### src/rtl/uart_pkg.sv
// Definitions shared by the UART transmit path: arbiter FSM encoding, frame length
// and a constant-width helper.
package uart_pkg;

  localparam int unsigned FRAME_LEN = 11;

  typedef enum logic [1:0] {
    StIdle,
    StLoad,
    StWaitDone,
    StHold
  } arb_state_e;

  // Ceiling log2, never below 1 so it can size a counter or index directly.
  function automatic int unsigned clog2(input int unsigned value);
    int unsigned res;
    res = 0;
    while ((64'd1 << res) < 64'(value)) res++;
    return (res == 0) ? 1 : res;
  endfunction

endpackage

### src/rtl/uart_rr_arbiter.sv
// Combinational rotate-priority pick: the search starts one above rr_ptr and wraps.
module uart_rr_arbiter #(
  parameter int unsigned NUM_REQ = 4,
  parameter int unsigned IDX_W   = 2
) (
  input  logic [NUM_REQ-1:0] req,
  input  logic [IDX_W-1:0]   rr_ptr,
  output logic [NUM_REQ-1:0] winner,
  output logic [IDX_W-1:0]   winner_idx,
  output logic               any
);

  always_comb begin
    logic [IDX_W-1:0] cand;
    winner     = '0;
    winner_idx = '0;
    any        = 1'b0;
    cand       = '0;
    for (int unsigned i = 1; i <= NUM_REQ; i++) begin
      cand = IDX_W'((32'(rr_ptr) + i) % NUM_REQ);
      if (!any && req[cand]) begin
        winner[cand] = 1'b1;
        winner_idx   = cand;
        any          = 1'b1;
      end
    end
  end

endmodule

### src/rtl/uart_tx_arbiter.sv
// Shares one UART_TX between NUM_REQ byte producers: round-robin grant held across a packet,
// length cap per grant and a watchdog on every wait for the transmitter.
module uart_tx_arbiter
  import uart_pkg::*;
#(
  parameter int unsigned NUM_REQ        = 4,
  parameter int unsigned DATA_WIDTH     = 8,
  parameter int unsigned CMD_PKT_LEN    = 16,
  parameter int unsigned TIMEOUT_CYCLES = 15
) (
  input  logic                          uart_clk,
  input  logic                          rst_n,
  input  logic [NUM_REQ-1:0]            req_valid,
  input  logic [NUM_REQ*DATA_WIDTH-1:0] req_data,
  input  logic [NUM_REQ-1:0]            req_last,
  output logic [NUM_REQ-1:0]            req_ready,
  output logic [NUM_REQ-1:0]            grant,
  output logic                          tx_en,
  output logic [DATA_WIDTH-1:0]         tx_data,
  input  logic                          tx_done,
  output logic                          busy,
  output logic                          timeout_err,
  output logic                          pkt_trunc
);

  localparam int unsigned IdxW  = clog2(NUM_REQ);
  localparam int unsigned ByteW = clog2(CMD_PKT_LEN + 1);
  localparam int unsigned WdW   = clog2(TIMEOUT_CYCLES + 1);

  localparam logic [ByteW-1:0] ByteMax = ByteW'(CMD_PKT_LEN);
  localparam logic [WdW-1:0]   WdMax   = WdW'(TIMEOUT_CYCLES);
  localparam logic [IdxW-1:0]  PtrInit = IdxW'(NUM_REQ - 1);

  arb_state_e             state_q, state_d;
  logic [NUM_REQ-1:0]     grant_q, grant_d;
  logic [IdxW-1:0]        grant_idx_q, grant_idx_d;
  logic [IdxW-1:0]        rr_ptr_q, rr_ptr_d;
  logic [ByteW-1:0]       byte_cnt_q, byte_cnt_d;
  logic [WdW-1:0]         wd_cnt_q, wd_cnt_d;
  logic                   last_q, last_d;
  logic [DATA_WIDTH-1:0]  tx_data_q, tx_data_d;
  logic                   busy_q, timeout_q, timeout_d, trunc_q, trunc_d;

  logic [NUM_REQ-1:0]     win_onehot;
  logic [IdxW-1:0]        win_idx;
  logic                   win_any;
  logic [DATA_WIDTH-1:0]  req_bytes [NUM_REQ];

  for (genvar g = 0; g < NUM_REQ; g++) begin : g_unpack
    assign req_bytes[g] = req_data[g*DATA_WIDTH +: DATA_WIDTH];
  end

  uart_rr_arbiter #(
    .NUM_REQ (NUM_REQ),
    .IDX_W   (IdxW)
  ) u_rr_arbiter (
    .req        (req_valid),
    .rr_ptr     (rr_ptr_q),
    .winner     (win_onehot),
    .winner_idx (win_idx),
    .any        (win_any)
  );

  always_comb begin
    state_d     = state_q;
    grant_d     = grant_q;
    grant_idx_d = grant_idx_q;
    rr_ptr_d    = rr_ptr_q;
    byte_cnt_d  = byte_cnt_q;
    wd_cnt_d    = wd_cnt_q;
    last_d      = last_q;
    tx_data_d   = tx_data_q;
    timeout_d   = 1'b0;
    trunc_d     = 1'b0;

    unique case (state_q)
      StIdle: begin
        if (win_any) begin
          state_d     = StLoad;
          grant_d     = win_onehot;
          grant_idx_d = win_idx;
          rr_ptr_d    = win_idx;
          byte_cnt_d  = '0;
          tx_data_d   = req_bytes[win_idx];
        end
      end
      StLoad: begin
        last_d   = req_last[grant_idx_q];
        wd_cnt_d = '0;
        state_d  = StWaitDone;
        if (byte_cnt_q != ByteMax) byte_cnt_d = byte_cnt_q + 1'b1;
      end
      StWaitDone: begin
        if (wd_cnt_q != WdMax) wd_cnt_d = wd_cnt_q + 1'b1;
        // tx_done wins over an expiring watchdog in the same cycle.
        if (tx_done) begin
          if (last_q) begin
            state_d = StIdle;
          end else if (byte_cnt_q == ByteMax) begin
            trunc_d = 1'b1;
            state_d = StIdle;
          end else if (req_valid[grant_idx_q]) begin
            state_d   = StLoad;
            tx_data_d = req_bytes[grant_idx_q];
          end else begin
            state_d  = StHold;
            wd_cnt_d = '0;
          end
        end else if (wd_cnt_q == WdMax) begin
          timeout_d = 1'b1;
          state_d   = StIdle;
        end
      end
      StHold: begin
        if (wd_cnt_q != WdMax) wd_cnt_d = wd_cnt_q + 1'b1;
        if (req_valid[grant_idx_q]) begin
          state_d   = StLoad;
          tx_data_d = req_bytes[grant_idx_q];
        end else if (wd_cnt_q == WdMax) begin
          timeout_d = 1'b1;
          state_d   = StIdle;
        end
      end
      default: state_d = StIdle;
    endcase

    if (state_d == StIdle) grant_d = '0;
  end

  always_ff @(posedge uart_clk or negedge rst_n) begin
    if (!rst_n) begin
      state_q     <= StIdle;
      grant_q     <= '0;
      grant_idx_q <= '0;
      rr_ptr_q    <= PtrInit;
      byte_cnt_q  <= '0;
      wd_cnt_q    <= '0;
      last_q      <= 1'b0;
      tx_data_q   <= '0;
      busy_q      <= 1'b0;
      timeout_q   <= 1'b0;
      trunc_q     <= 1'b0;
    end else begin
      state_q     <= state_d;
      grant_q     <= grant_d;
      grant_idx_q <= grant_idx_d;
      rr_ptr_q    <= rr_ptr_d;
      byte_cnt_q  <= byte_cnt_d;
      wd_cnt_q    <= wd_cnt_d;
      last_q      <= last_d;
      tx_data_q   <= tx_data_d;
      busy_q      <= (state_d != StIdle);
      timeout_q   <= timeout_d;
      trunc_q     <= trunc_d;
    end
  end

  assign tx_en       = (state_q == StLoad);
  assign req_ready   = (state_q == StLoad) ? grant_q : '0;
  assign grant       = grant_q;
  assign tx_data     = tx_data_q;
  assign busy        = busy_q;
  assign timeout_err = timeout_q;
  assign pkt_trunc   = trunc_q;

endmodule

### config.mk
export PLATFORM = sky130hd
export DESIGN_NAME = uart_tx_arbiter
export DESIGN_NICKNAME = d
export VERILOG_FILES = /design/src/rtl/uart_pkg.sv /design/src/rtl/uart_rr_arbiter.sv /design/src/rtl/uart_tx_arbiter.sv
export SDC_FILE = /design/constraint.sdc
export NUM_CORES = 1
export LEC_CHECK = 0
export ABC_AREA = 1
export ABC_CLOCK_PERIOD_IN_PS = 3700
export CORE_ASPECT_RATIO = 2
export CORE_MARGIN = 2
export CORE_UTILIZATION = 55
export CTS_BUF_LIST = sky130_fd_sc_hd__clkbuf_16
export DETAILED_ROUTE_END_ITERATION = 8
export GPL_TIMING_DRIVEN = 0
export PLACE_DENSITY = 0.87
export SETUP_SLACK_MARGIN = 0.2
export SLEW_MARGIN = 20
export SYNTH_ARGS = -nofsm -noshare
export SYNTH_HDL_FRONTEND = slang
export SYNTH_SLANG_ARGS = --single-unit
### constraint.sdc
create_clock -name uart_clk -period 3.7 [get_ports uart_clk]
set_input_delay 0.555 -clock uart_clk [delete_from_list [all_inputs] [get_ports uart_clk]]
set_output_delay 0.555 -clock uart_clk [all_outputs]
set_load 0.1 [all_outputs]
# == After elaboration in Yosys (flattened, before gate mapping) ==
# Index checks and enable logic that the tools add are counted.
# W data, S select, Z words.
# word_totals
elab_cells,140
output_inout_bits,20
ff_bits,31
inputBits,43
# classes
bitwise,5
n_lt_le_gt_ge,11
n_eq_ne,12
n_addsub,6
mux,73
n_reduce_logical,22
# op_table
cell,n
$mux W8,9
$mux W4,13
$bmux W8 S2,2
$pmux W8 S3,1
$mux W2,11
$mux W1,21
$lt A2 B3 Y1 const B,5
$bmux W1 S2,6
$or A4 B4 Y4,3
$pmux W4 S3,1
$mux W5,2
$pmux W5 S2,1
$demux W1 S2,4
$ge A2 B1 Y1 const B,4
$pmux W2 S4,1
$reduce_bool A2 Y1,4
$logic_and A1 B1 Y1,7
$ge A3 B3 Y1 const B,2
$ne A2 B2 Y1 const B,3
$not A2 Y3,2
$reduce_bool A3 Y1,2
$add A5 B1 Y5 const B,1
$eq A5 B5 Y1 const B,1
$ne A5 B5 Y1 const B,1
14 further kinds,22

# == Logic depth before layout (Yosys ltp) ==
# depth
depth_word,19
mapped_depth,16
mapped_depth_nobuf,14

# == By module ==
# A second synthesis with hierarchy kept.
# hier_totals
cells_unflattened,364
hier_area_um2,2568.7
# by_module_without_submodules
module,n_inst,cells_per_inst,area_each_um2,seq_area_each_um2
uart_tx_arbiter,1,283,2033.2,778.2
uart_rr_arbiter,1,81,535.5,0.0

# == Least setup slack after synthesis ==
# Ideal clock, no wire load.
# synth_timing
path_kind,register -> output
start,reg state_q[0]
end,out req_ready[0]
arrival_time_ns,3.477
t_required_ns,3.145
n_path_buf,0
setup_slack_ns,-0.332
stages_incl_launch_ff,5
cell_sequence,dfrtp_1 -> inv_1 -> nor2_1 -> inv_1 -> nor2_1
# synth_between
elab_chain_cells,2
# synth_lines
item,line_no,rtl
from (decl),uart_tx_arbiter.sv:34,"arb_state_e state_q, state_d;"
from (signal assigned),uart_tx_arbiter.sv:132,state_q <= StIdle;
from (signal assigned),uart_tx_arbiter.sv:144,state_q <= state_d;
$eq A2 B1 Y1,--,
net tx_en,uart_tx_arbiter.sv:18,"output logic tx_en,"
$mux W4,uart_tx_arbiter.sv:159,assign req_ready = (state_q == StLoad) ? grant_q : '0;
to (decl),uart_tx_arbiter.sv:16,"output logic [NUM_REQ-1:0] req_ready,"
# The timed path passes the listed nets, and every way through them passes these cells.

# == Worst setup path after layout ==
# layout_timing
start,reg state_q[0]
end,out req_ready[1]
# layout_between
elab_chain_cells,2
# layout_lines
item,line_no
$eq A2 B1 Y1,uart_tx_arbiter.sv:159
$mux W4,uart_tx_arbiter.sv:159
# No other way between the ends.

==> out/qor.csv <==
metric,value,unit
status,finished clean,
worst slew pin tran,975,ps
H-tree depth,2,
fin crit period,3010,ps
fin nets,530,
global-route wire length before repair,12.3,mm
Clock Tree Buf Depth,2,
synthesis-stage register bit count,31,
IO Port Bufs,62,
total grt overflow,0,
Post-Synthesis Cells,407,
WS Path Type,reg2out,
layout cells sized above 1,8.18,%
post-route setup TNS,0,ps
f_max,332,MHz
TritonCTS sink count,31,
Critical Path RT,3140,ps
number of max-cap violations,0,
Die Y,103,µm
final hold violations,0,
"Max FO, Critical Path",7,
gpl congestion,0.896,
Root Driver,clkbuf_16,
dpl hpwl,5.41,mm
Skew-Pair Late Insertion Delay,280,ps
CP startpoint kind,flip-flop,
Synth warnings,0,
"CTS clk-pin slew, worst paths",60,ps
post-synthesis sequential area ratio,28.9,%
"Hold-fix buffers, CTS",0,
worst min-delay path class,in2async,
largest net degree at the start of global routing,32,
Main synth FF type,dfrtp_1,
final critical-path share of the clock period,81.3,%
DRT Pass-1 Iters,5,
fin. max-slew vios,0,
Synth Area in Adders,5.10,%
top cell type's share of synthesized area,26.9,%
Total GRT Usage,29.6,%
number of synthesized flops with an enable pin,0,
distinct cell type count after synthesis,34,
DP Worst Slack,995,ps
DR vias,3031,
Layout area overhead,30.8,%
largest family of logic cells by synthesized area,simple AND/OR/NAND/NOR gates,
syn_nets,461,
post_cts resized,0,
Synth Area per Inst,6.62,µm²
Post-CTS Setup Bufs,0,
Slew headroom,34.8,%
Synth area leader,dfrtp_1,
simple-gate area share of the yosys netlist,36.0,%
Vias per Instance,5.68,
vias in the first global route,2765,
Post-Syn Area,2700,µm²
top-level port count,63,
setup ws final,691,ps
post-layout util,73.9,%
row count,36,
initial antenna violation count,0,
Chip Width,53.5,µm
final hold slack,315,ps
asr flop ratio synth,100,%
Core Region,4770,µm²
critical path arrival,2450,ps
Compound-Gate Fraction of Synth Area,16.3,%
Starting Density,56.5,%
Final Setup Violations,0,
RSZ-0062 raised after global routing,no,
DR WL/cell,14.3,µm
TritonCTS clock tree,built,
Post-Synth XOR/XNOR Area,0.650,%
element type at the critical path end,output port,
total inserted antenna cells,0,
Die ar.,5510,µm²
Remaining DRCs,0,
clk_skew,6.71,ps
Iteration-0 DRC Markers,177,
CTS buffer count,5,
synth top area cells,"dfrtp_1 (27%), nand2_1 (14%), inv_1 (9.0%)",
routed wire length,7.62,mm
multiplexer share of the synthesized area,0.371,%
post-route ant nets,0,
layout make-up:
class                   count  area, µm²
multi-input cells         294       1580
repair buffers             62        616
flip-flops and latches     31        778
fillers                   403       1250
plain buffers              14       80.1
clock inverters             3       16.3
inverters                  68        263
well taps                  57       71.3
clock buffers               5        125
cell usage in the layout, fill, tap and decap left out, drive strengths merged:
cell	Yosys	final
a31oi	6	6
clkdlybuf4s50	0	61
o21ai	41	41
nand2	115	115
a21oi	17	17
xor2	1	1
dfstp	2	2
clkinv	1	2
ha	11	11
xnor2	1	1
nand4	18	18
o22ai	3	3
buf	8	9
dfrtp	29	29
clkbuf	6	11
a221oi	8	8
mux2i	1	1
nand3	46	46
nor3	2	2
nor2	23	23
clkinvlp	0	1
inv	67	68
nor4	1	1
state kept, by name, indices dropped and copies added, names as in the netlist:
name	count
last_q	1
wd_cnt_q	4
grant_idx_q	2
timeout_err	1
pkt_trunc	1
byte_cnt_q	5
state_q	2
busy	1
grant	4
tx_data	8
rr_ptr_q	2
through the flow:
step | area, µm² | instances
2_1_floorplan | 2700 | 407
3_3_place_gp | 3390 | 526
3_5_place_dp | 3390 | 526
4_1_cts | 3530 | 534
5_1_grt | 3530 | 534
6_report | 3530 | 534
synth_stat cells, types with 2 or more instances:
cell	count
nand2_1	104
inv_1	65
nand3_1	43
o21ai_0	37
dfrtp_1	29
nor2_1	22
nand4_1	18
a21oi_1	16
ha_1	11
a221oi_1	8
nand2_2	7
a31oi_1	6
clkbuf_1	6
buf_2	4
nand2_4	4
buf_6	3
o22ai_1	3
dfstp_2	2
nand3_4	2
nor3_1	2
o21ai_2	2
critical path, cell delays in order, from the launching register on:
cell and delay (ps):
dfrtp_1 420, inv_1 110, nor2_2 270, inv_1 140, nor2_1 110, clkdlybuf4s50_1 1140
path summary, 6_finish.rpt:
| path | start | endpoint | slack, ps | cells past startpoint |
|---|---|---|---|---|
| min | rst_n | tx_data[5]$_DFFE_PN0P_ | 320 | 1 |
| max reg2reg | rr_ptr_q[1]$_DFFE_PN1P_ | tx_data[0]$_DFFE_PN0P_ | 890 | 13 |
| min in group uart_clk | tx_data[7]$_DFFE_PN0P_ | tx_data[7]$_DFFE_PN0P_ | 480 | 2 |
| max | state_q[0]$_DFF_PN0_ | req_ready[1] | 690 | 5 |
| max in group asynchronous | rst_n | state_q[0]$_DFF_PN0_ | 2930 | 1 |
| min reg2reg | tx_data[7]$_DFFE_PN0P_ | tx_data[7]$_DFFE_PN0P_ | 480 | 2 |
logic make-up (layout without fill, tap and decap cells):
logic type,Yosys count,after routing
AOI/OAI and AO/OA,75,75
xor gates and xnor gates,2,2
adders and majority gates,11,11
buffers and inverters,82,152
DFF,31,31
muxes,1,1
and+or+nand+nor,205,205
layer usage:
metal	part of all wire [%]	wire (µm)	track usage (%)	vias up
met4	2.5	189	12.4	0
met3	6.5	493	4.49	25
met1	42	3220	39.6	1380
li1	-	-	-	1477
met5	0	0	0	-
met2	49	3720	46.8	149
Power is left out: the tool's default activity adds up to more than one toggle a clock period on the data nets, which glitch-free logic cannot reach.
